<file path="config.mk">
export PLATFORM = sky130hd
export DESIGN_NAME = irq_nest_sequencer
export DESIGN_NICKNAME = d
export VERILOG_FILES = /design/src/rtl/irq_pkg.sv /design/src/rtl/irq_sync_edge.sv /design/src/rtl/irq_nest_sequencer.sv
export SDC_FILE = /design/constraint.sdc
export NUM_CORES = 1
export LEC_CHECK = 0
export ABC_AREA = 1
export CORE_MARGIN = 3
export CORE_UTILIZATION = 45
export CTS_CLUSTER_SIZE = 24
export DETAILED_ROUTE_END_ITERATION = 6
export GPL_TIMING_DRIVEN = 0
export MAX_ROUTING_LAYER = met4
export PLACE_DENSITY = 0.72
export RECOVER_POWER = 100
export SLEW_MARGIN = 20
export SYNTH_ARGS = -nofsm -noshare
export SYNTH_HDL_FRONTEND = slang
export SYNTH_HIERARCHICAL = 1
export SYNTH_SLANG_ARGS = --single-unit
</file>
<file path="constraint.sdc">
create_clock -name clk -period 4.3 [get_ports clk]
set_input_delay 0.645 -clock clk [delete_from_list [all_inputs] [get_ports clk]]
set_output_delay 0.645 -clock clk [all_outputs]
set_load 0.05 [all_outputs]
</file>
<file path="src/rtl/irq_pkg.sv">
// Shared types and defaults for the nested-interrupt sequencer.
// Level 0 means "no irq in service"; level k means irq k-1 is in service.
package irq_pkg;

  localparam int IRQ_CNT = 3;
  localparam int LVL_W   = $clog2(IRQ_CNT + 1);

  typedef logic [LVL_W-1:0] level_t;

  localparam logic CSR_SEL_IE   = 1'b0;
  localparam logic CSR_SEL_MASK = 1'b1;

  localparam logic [31:0] DEF_VEC_BASE  = 32'h0000_0100;
  localparam int          DEF_VEC_SHIFT = 6;
  localparam logic [31:0] DEF_ECALL_VEC = 32'h0000_0080;

  typedef struct packed {
    logic [31:0] epc;
    level_t      prev_level;
  } stack_entry_t;

endpackage

</file>
<file path="src/rtl/irq_sync_edge.sv">
// Synchroniser chain for one asynchronous request line, followed by a
// rising-edge detector that emits a single-cycle pulse.
module irq_sync_edge #(
  parameter int SYNC_STAGES = 2
) (
  input  logic clk,
  input  logic rst,
  input  logic din,
  output logic pulse
);

  logic [SYNC_STAGES-1:0] sync_p;
  logic                   prev_p;

  always_ff @(posedge clk or posedge rst) begin
    if (rst) begin
      sync_p <= '0;
      prev_p <= 1'b0;
    end else begin
      sync_p <= {sync_p[SYNC_STAGES-2:0], din};
      prev_p <= sync_p[SYNC_STAGES-1];
    end
  end

  assign pulse = sync_p[SYNC_STAGES-1] & ~prev_p;

endmodule

</file>
<file path="src/rtl/irq_nest_sequencer.sv">
// Nested-interrupt sequencer: prioritises ecall > uret > irq, drives a
// same-cycle PC redirect and keeps an EPC/level stack for pre-emption.
module irq_nest_sequencer
  import irq_pkg::*;
#(
  parameter int          N_IRQ       = IRQ_CNT,
  parameter int          NEST_DEPTH  = 4,
  parameter int          SYNC_STAGES = 2,
  parameter logic [31:0] VEC_BASE    = DEF_VEC_BASE,
  parameter int          VEC_SHIFT   = DEF_VEC_SHIFT,
  parameter logic [31:0] ECALL_VEC   = DEF_ECALL_VEC
) (
  input  logic             clk,
  input  logic             rst,
  input  logic [N_IRQ-1:0] irq_in,
  input  logic             ecall,
  input  logic             uret,
  input  logic             halt,
  input  logic [31:0]      pc_next,
  input  logic             csr_we,
  input  logic             csr_sel,
  input  logic [31:0]      csr_wdata,
  output logic [31:0]      csr_rdata,
  output logic             redirect,
  output logic [31:0]      redirect_pc,
  output logic [N_IRQ-1:0] in_service,
  output logic [N_IRQ-1:0] pending,
  output logic             stack_err
);

  localparam int SP_W  = $clog2(NEST_DEPTH + 1);
  localparam int IDX_W = (NEST_DEPTH > 1) ? $clog2(NEST_DEPTH) : 1;
  localparam logic [SP_W-1:0] SP_FULL = SP_W'(NEST_DEPTH);

  function automatic logic [31:0] vec_addr(input int idx);
    return VEC_BASE + (32'(idx) << VEC_SHIFT);
  endfunction

  logic [N_IRQ-1:0] edge_pulse;
  logic [N_IRQ-1:0] pending_q;
  logic [N_IRQ-1:0] mask_q;
  logic             ie_q;
  level_t           cur_level;
  logic [SP_W-1:0]  sp;
  logic             stack_err_q;
  stack_entry_t     stack_q [2**IDX_W];

  logic             stack_full, stack_empty;
  logic [SP_W-1:0]  sp_dec;
  stack_entry_t     top_entry;

  logic             take_vld;
  level_t           take_lvl;
  logic [N_IRQ-1:0] take_oh;
  logic [31:0]      take_pc;

  logic             do_push, do_pop, err_set, take_irq, redir;
  logic [31:0]      redir_pc;
  level_t           level_nxt;
  logic             unused_wdata;

  for (genvar g = 0; g < N_IRQ; g++) begin : g_sync
    irq_sync_edge #(.SYNC_STAGES(SYNC_STAGES)) u_sync (
      .clk   (clk),
      .rst   (rst),
      .din   (irq_in[g]),
      .pulse (edge_pulse[g])
    );
  end

  assign stack_full  = (sp == SP_FULL);
  assign stack_empty = (sp == '0);
  assign sp_dec      = sp - SP_W'(1);
  assign top_entry   = stack_q[sp_dec[IDX_W-1:0]];

  // Highest eligible index wins; only strictly higher levels may pre-empt.
  always_comb begin
    take_vld = 1'b0;
    take_lvl = '0;
    take_oh  = '0;
    take_pc  = '0;
    for (int i = 0; i < N_IRQ; i++) begin
      if (pending_q[i] && mask_q[i] && ie_q && !halt && !stack_full &&
          (LVL_W'(i + 1) > cur_level)) begin
        take_vld    = 1'b1;
        take_lvl    = LVL_W'(i + 1);
        take_oh     = '0;
        take_oh[i]  = 1'b1;
        take_pc     = vec_addr(i);
      end
    end
  end

  always_comb begin
    do_push   = 1'b0;
    do_pop    = 1'b0;
    err_set   = 1'b0;
    take_irq  = 1'b0;
    redir     = 1'b0;
    redir_pc  = '0;
    level_nxt = cur_level;
    if (ecall) begin
      if (!stack_full) begin
        redir    = 1'b1;
        redir_pc = ECALL_VEC;
        do_push  = 1'b1;
      end else begin
        err_set  = 1'b1;
      end
    end else if (uret) begin
      if (!stack_empty) begin
        redir     = 1'b1;
        redir_pc  = top_entry.epc;
        do_pop    = 1'b1;
        level_nxt = top_entry.prev_level;
      end else begin
        err_set   = 1'b1;
      end
    end else if (take_vld) begin
      redir     = 1'b1;
      redir_pc  = take_pc;
      do_push   = 1'b1;
      take_irq  = 1'b1;
      level_nxt = take_lvl;
    end
  end

  // A fresh edge in the same cycle as a take keeps the request pending.
  always_ff @(posedge clk or posedge rst) begin
    if (rst) begin
      pending_q   <= '0;
      ie_q        <= 1'b0;
      mask_q      <= '0;
      cur_level   <= '0;
      sp          <= '0;
      stack_err_q <= 1'b0;
    end else begin
      pending_q   <= (pending_q & ~(take_irq ? take_oh : '0)) | edge_pulse;
      if (csr_we) begin
        if (csr_sel == CSR_SEL_IE) ie_q   <= csr_wdata[0];
        else                       mask_q <= csr_wdata[N_IRQ-1:0];
      end
      cur_level   <= level_nxt;
      if (do_push)     sp <= sp + SP_W'(1);
      else if (do_pop) sp <= sp_dec;
      stack_err_q <= stack_err_q | err_set;
    end
  end

  // Stack contents are data only; sp alone decides which entries are live.
  always_ff @(posedge clk) begin
    if (do_push) stack_q[sp[IDX_W-1:0]] <= '{epc: pc_next, prev_level: cur_level};
  end

  always_comb begin
    in_service = '0;
    for (int i = 0; i < N_IRQ; i++) in_service[i] = (cur_level == LVL_W'(i + 1));
  end

  assign csr_rdata    = (csr_sel == CSR_SEL_IE) ? {31'b0, ie_q} : 32'(mask_q);
  assign pending      = pending_q;
  assign stack_err    = stack_err_q;
  assign redirect     = redir & ~rst;
  assign redirect_pc  = redirect ? redir_pc : '0;
  assign unused_wdata = ^csr_wdata;

  ecall_uret_exclusive: assert property (@(posedge clk) disable iff (rst) !(ecall && uret));

endmodule
</file>
==> results by group, run 1 <==
Timing
  • Setup repair after global routing missed its margin: false
  • Final Hold Slack: 0.353 ns
  • Minimum clock period after layout: 4.10 ns
  • Number of hold violations in the final report: 0
  • Worst-case headroom to the max-slew limit: 19.5%
  • Ratio of final minimum period to clock period: 95.4%
  • Setup violations, final: 0
  • Worst-case clock skew: 0.00726 ns
  • F_max: 244 MHz
  • Count of pins over their slew limit: 0
  • Worst Tran Pin Value: 1.21 ns

Drt
  • Average wire length per cell after detail routing: 16.8 um
  • Router iterations before antenna repair: 5
  • Number of nets still failing antenna checks after routing: 0
  • Remaining design rule violation count: 0
  • Wire length after detailed routing: 15.3 mm
  • Total number of vias: 4,636
  • Vias per cell: 5.08
  • Drt initial violations: 404

Layout
  • Utilization after layout: 59.7%
  • Layout area overhead: 26.8%
  • Commonest cells after routing, fill and taps aside: nor2_1 (138), edfxtp_1 (136), o21ai_0 (65)
  • Most common cell after layout, fill and taps aside: nor2_1
  • Fraction of layout instances using a drive strength above 1: 14.4%
  • Final net count: 795

Logic synthesis
  • Share of synthesized area occupied by flip-flops and latches: 69.3%
  • Count of mapped cells out of synthesis: 578
  • Count of state elements after synthesis: 158
  • Average instance area after synthesis: 11.6 um2
  • Number of distinct library cells after synthesis: 31
  • Area of the mapped netlist: 0.00669 mm2
  • Total number of yosys warnings: 6

Critical path
  • Arrival @ worst endpoint: 3.46 ns
  • Slowest stage delay, CP: 0.53 ns
  • Element type at the critical path start: register
  • Slowest stage cell, crit path: clkdlybuf4s15_1
  • Startpoint-to-endpoint class of the critical path: register to primary output
  • Most frequent cell on the critical path: buf_2
  • Critical Path End Type: primary output
  • Largest driver fanout on the critical path: 12
  • Chain of cells forming the critical path: buf_2 -> inv_2 -> buf_4 -> buf_2 -> ha_1 -> buf_2 -> inv_2 -> clkbuf_2 -> nor2_1 -> o21ai_0 -> a21oi_1 -> clkdlybuf4s15_1
  • Required time of the critical path: 3.65 ns

Power
  • Maximum ir drop on the vdd rail: 0.000403 V
  • Leakage power of the design: 0.00333 uW
  • PwrDens: 700 mW/mm2
  • Post-layout total power: 5940 uW

Global routing
  • Pin count of the biggest net entering global routing: 19
  • Global-route wire length before repair: 24.2 mm
  • Initial antenna violation count: 3
  • Via count of the first global-routing pass: 4,821
  • Grt total ovfl: 0
  • Total Routing Usage GR: 19.8%

Place
  • RD Place Congestion: 0.825
  • Total half-perimeter wirelength after legalization and detailed placement: 9.94 mm
  • Number of buffers added on ports: 86

CTS
  • Clk_lat worst skew: 0.42 ns
  • Total number of H-tree levels: 4
  • Total CTS buffers: 17
  • TritonCTS clock tree: built
  • # clock sinks: 158
  • Cts hold-fix bufs: 0
  • Maximum buffer depth of the clock tree: 2
  • Root buffer cell: clkbuf_16
  • Clock slew at the register clock pins of the worst setup and hold paths: 0.06 ns

Floorplan
  • Core ar.: 0.0142 mm2
  • Die boundary height: 128 um
  • Io pins: 146
  • Effective utilization at floorplan: 47.1%
  • Floorplan die width: 128 um
  • Total die area: 0.0164 mm2
  • Number of rows created at floorplan: 43

Status
  • Outcome: complete, no violations

Worst hold path
  • Path class of the lowest-slack min-delay path: register to register

Job
  • Number of maximum-capacitance constraint violations: 0
path summary, 6_finish.rpt:
kind                            slack [ns]                                   end                            startpoint  depth (start not counted)
worst max-delay path                  0.20                       redirect_pc[29]                     sp[0]$_DFFE_PP0P_                         12
worst min-delay path                  0.35  g_sync[1].u_sync/sync_p[1]$_DFF_PP0_  g_sync[1].u_sync/sync_p[0]$_DFF_PP0_                          0
worst max register to register        0.32              stack_q[3][26]$_DFFE_PP_                     sp[0]$_DFFE_PP0P_                         16
worst min register to register        0.35  g_sync[1].u_sync/sync_p[1]$_DFF_PP0_  g_sync[1].u_sync/sync_p[0]$_DFF_PP0_                          0
max in group asynchronous             3.10              cur_level[1]$_DFFE_PP0P_                                   rst                          2
min in group asynchronous             0.60  g_sync[0].u_sync/sync_p[1]$_DFF_PP0_                                   rst                          2
layer usage:
metal	share of wire (%)	track usage [%]	wire (um)	vias to the layer above
met5	0	-	0	-
met4	2.4	8.93	371	0
met3	5.8	4.13	885	30
met2	51	33.3	7810	168
met1	41	22.9	6250	2249
li1	-	-	-	2189
worst max-delay path, delay by kind of cell (launching register included):
kind | cells | cell delay, ns
adders and majority gates | 1 | 0.31
and+or+nand+nor | 1 | 0.14
buffers and inverters | 8 | 1.87
AOI/OAI and AO/OA | 2 | 0.31
DFF | 1 | 0.38
Yosys cell counts:
master      n  share of area, %
nand2_4     2              0.34
buf_2      10              0.75
nand3_2     3              0.45
nand2_2     1             0.094
ha_1        5              0.93
a21oi_2     1              0.13
o21ai_1    11              0.82
clkbuf_1    6              0.34
o211ai_1    1              0.11
dfrtp_1    22               8.2
nor2_4      3              0.50
edfxtp_1  136                61
buf_1       3              0.17
o21ai_0    64               4.8
a31oi_1     3              0.28
inv_2       4              0.22
a21oi_1    36               2.7
nand2_1    47               2.6
nor2_2      3              0.28
mux2_2      2              0.34
nand3_1     2              0.15
o22ai_1     1             0.094
nand3_4     1              0.26
buf_6       3              0.50
buf_4      34               3.8
o21ai_2     1              0.13
nor2_1    140               7.9
xnor2_1     2              0.26
a21boi_0    1              0.11
inv_1      29               1.6
conb_1      1             0.056
power breakdown:
part	switching (uW)	total, uW	internal (uW)
Sequential	89.1	2100	2010
Clock	598	1580	977
Combinational	1590	2260	669
Total	2280	5940	3660
state kept, by name (all words and copies together), names as in the netlist:
signal and flops:
stack_q 136, cur_level 2, pending 3, ie_q 1
g_sync.u_sync/sync_p 6, mask_q 3, sp 3, stack_err 1
g_sync.u_sync/prev_p 3
cell type report:
type                            instances  area [um2]
Timing Repair Buffer                   91         850
Antenna cell                            3        7.51
Multi-Input combinational cell        359        1650
Tap cell                              180         225
Inverter                               33         124
Sequential cell                       158        4630
Clock buffer                           20         437
Buffer                                 56         375
Clock inverter                         12         185
Fill cell                            1111        5720
stage by stage:
stage / instances / worst slack [ns] / setup TNS, ns / instance area (um2)
after floorplan: 606 / 0.663 / 0 / 6800
after global placement: 872 / -0.855 / -103.48 / 7880
after detailed placement: 877 / 0.279 / 0 / 8050
after CTS: 909 / 0.0000473 / 0 / 8650
after global routing: 912 / 0.00659 / 0 / 8490
final: 912 / 0.200 / 0 / 8490
cell families (layout without fill, tap and decap cells):
family	Yosys count	in the layout	synth area share [%]
AO/OA/AOI/OAI	119	119	9.16
AND/OR/NAND/NOR	202	202	12.6
adder cells (fa/ha/maj)	5	5	0.935
buffers and inverters	89	212	7.42
XOR/XNOR	2	2	0.262
multiplexers	2	2	0.337
flip-flops	158	158	69.3
other	1	32	0.0560
what timing repair did:
item	CTS	global route
buffers inserted	0	0
setup endpoints to repair	24	23
gates resized for setup	18	25
No activity file was read; power rests on OpenSTA's default activity.
==> inputs of run 2 (changes only) <==
--- a/config.mk
+++ b/config.mk
@@ -6,6 +6,7 @@
 export NUM_CORES = 1
 export LEC_CHECK = 0
 export ABC_AREA = 1
+export CAP_MARGIN = 20
 export CORE_MARGIN = 3
 export CORE_UTILIZATION = 45
 export CTS_CLUSTER_SIZE = 24
==> results of run 2 <==
The final DEF is identical to that of run 1; final timing and power are the same.
==> inputs of run 3 (changes only) <==
--- a/config.mk
+++ b/config.mk
@@ -6,15 +6,17 @@
 export NUM_CORES = 1
 export LEC_CHECK = 0
 export ABC_AREA = 1
-export CAP_MARGIN = 20
+export CAP_MARGIN = 10
 export CORE_MARGIN = 3
 export CORE_UTILIZATION = 45
+export CTS_BUF_LIST = sky130_fd_sc_hd__clkbuf_8
 export CTS_CLUSTER_SIZE = 24
 export DETAILED_ROUTE_END_ITERATION = 6
 export GPL_TIMING_DRIVEN = 0
 export MAX_ROUTING_LAYER = met4
 export PLACE_DENSITY = 0.72
 export RECOVER_POWER = 100
+export SKIP_CTS_REPAIR_TIMING = 1
 export SLEW_MARGIN = 20
 export SYNTH_ARGS = -nofsm -noshare
 export SYNTH_HDL_FRONTEND = slang
==> run 3 against run 2 <==
Clock power is 26% lower. Global-route usage is 0.63 points lower. Critical path depth stayed put. Wire length is 2.5% lower. Setup slack better by 0.021 ns. Cell area is 2.0% lower. Fmax is 0.52% higher. Total power is 7.3% lower. Clock-buffer cell count is 3 lower. Die area stayed put. Clock skew is 0.0017 ns higher. Via count is 2.0% lower. Highest routed layer unchanged.
==> results by group, run 3 (synthesis results as in run 1) <==
Critical path
  • Element type at the critical path start: register
  • Startpoint-to-endpoint class of the critical path: register to primary output
  • Required time of the critical path: 3.65 ns
  • Largest driver fanout on the critical path: 12
  • Critical Path End Type: primary output
  • Arrival @ worst endpoint: 3.43 ns

Global routing
  • Via count of the first global-routing pass: 4,669
  • Initial antenna violation count: 1
  • Pin count of the biggest net entering global routing: 19
  • Grt total ovfl: 0
  • Global-route wire length before repair: 23.5 mm
  • Total Routing Usage GR: 19.2%

Timing
  • Worst-case headroom to the max-slew limit: 19.8%
  • Minimum clock period after layout: 4.08 ns
  • Count of pins over their slew limit: 0
  • Setup repair after global routing missed its margin: false
  • Final Hold Slack: 0.359 ns
  • F_max: 245 MHz
  • Ratio of final minimum period to clock period: 94.9%
  • Worst-case clock skew: 0.00895 ns
  • Setup violations, final: 0
  • Worst Tran Pin Value: 1.20 ns
  • Number of hold violations in the final report: 0

Power
  • Maximum ir drop on the vdd rail: 0.000352 V
  • Leakage power of the design: 0.00342 uW
  • PwrDens: 662 mW/mm2

Layout
  • Fraction of layout instances using a drive strength above 1: 14.1%
  • Utilization after layout: 58.5%
  • Final net count: 795
  • Most common cell after layout, fill and taps aside: nor2_1
  • Area of the multi-input gates: 0.00164 mm2
  • Commonest cells after routing, fill and taps aside: nor2_1 (138), edfxtp_1 (136), o21ai_0 (66)
  • Layout area overhead: 24.3%
  • FF/Latch Area: 0.00463 mm2
  • Number of fill cells in the layout: 1,174
  • Number of flip-flops in the largest register: 136

Floorplan
  • Total die area: 0.0164 mm2
  • Core ar.: 0.0142 mm2
  • Die boundary height: 128 um
  • Number of rows created at floorplan: 43
  • Io pins: 146
  • Floorplan die width: 128 um
  • Effective utilization at floorplan: 47.1%

Drt
  • Number of nets still failing antenna checks after routing: 0
  • Average wire length per cell after detail routing: 16.4 um
  • Wire length after detailed routing: 14.9 mm
  • Vias per cell: 4.99
  • Router iterations before antenna repair: 5
  • Total number of vias: 4,542
  • Drt initial violations: 377
  • Remaining design rule violation count: 0

Status
  • Outcome: complete, no violations

Place
  • Total half-perimeter wirelength after legalization and detailed placement: 9.94 mm
  • Number of buffers added on ports: 86
  • RD Place Congestion: 0.825

CTS
  • Clk_lat worst skew: 0.45 ns
  • Maximum buffer depth of the clock tree: 2
  • # clock sinks: 158
  • Total CTS buffers: 17
  • TritonCTS clock tree: built
  • Clock slew at the register clock pins of the worst setup and hold paths: 0.08 ns
  • Root buffer cell: clkbuf_8
  • Total number of H-tree levels: 4

Job
  • Number of maximum-capacitance constraint violations: 0

Worst hold path
  • Path class of the lowest-slack min-delay path: register to register
==> run 3: cell count changes in the layout (fill, tap and decap cells not counted), moves of 2 or more <==
cell	change
inv_1	+4
clkdlybuf4s15_1	-4
clkbuf_8	+17
clkbuf_1	-2
dlygate4sd2_1	-10
dlymetal6s2s_1	+12
clkbuf_16	-17
diode_2	-2
==> run 3: layer usage <==
layer  up-vias  GRT usage [%]  routed length, um
met1      2159           22.5               6070
met2       177           32.5               7610
met3        19           4.88                996
met5         -              -                  0
met4         0           6.30                257
li1       2187              -                  -
==> run 3: critical path, stage by stage (launching register included) <==
cell and delay [ns]:
dfrtp_1 0.38, buf_2 0.22, inv_2 0.09, buf_4 0.18, buf_2 0.22, ha_1 0.31, buf_2 0.23, inv_2 0.12
clkbuf_1 0.29, nor2_1 0.16, o21ai_0 0.09, a21oi_1 0.18, clkbuf_1 0.49
==> run 3: final timing paths <==
path / slack [ns] / end / depth (start not counted) / start
worst max-delay path: 0.22 / redirect_pc[25] / 12 / sp[0]$_DFFE_PP0P_
worst min-delay path: 0.36 / g_sync[1].u_sync/sync_p[1]$_DFF_PP0_ / 0 / g_sync[1].u_sync/sync_p[0]$_DFF_PP0_
worst max register to register: 0.36 / stack_q[3][26]$_DFFE_PP_ / 16 / sp[0]$_DFFE_PP0P_
worst min register to register: 0.36 / g_sync[1].u_sync/sync_p[1]$_DFF_PP0_ / 0 / g_sync[1].u_sync/sync_p[0]$_DFF_PP0_
max in group asynchronous: 3.13 / mask_q[1]$_DFFE_PP0P_ / 2 / rst
min in group asynchronous: 0.56 / g_sync[0].u_sync/sync_p[1]$_DFF_PP0_ / 2 / rst
==> run 3: area by class of cell <==
class,count,area share [%]
clock buffer,17,2.81
sequential,158,55.7
buffer,56,4.50
timing repair buffer,91,10.6
multi-input combinational,359,19.8
clock inverter,15,2.36
tap,180,2.71
inverter,33,1.49
antenna,1,0.0301
==> run 3: report_power, final <==
| group | internal, uW | switching (uW) | total (uW) | leakage (uW) |
|---|---|---|---|---|
| sequential | 2010 | 88.4 | 2100 | 0.00149 |
| clock | 631 | 539 | 1170 | 0.000224 |
| combinational | 672 | 1560 | 2230 | 0.00170 |
| total | 3310 | 2190 | 5500 | 0.00342 |
==> run 3: stage by stage <==
step,total power [uW],TNS [ns],setup slack [ns],area [um2],std cells
after detailed placement,4460,0,0.279,8050,877
after global placement,4300,-103.48,-0.855,7880,872
final,5500,0,0.221,8320,910
after floorplan,3670,0,0.663,6800,606
after CTS,5620,-2.11,-0.215,8480,909
after global routing,5840,0,0.00314,8320,910
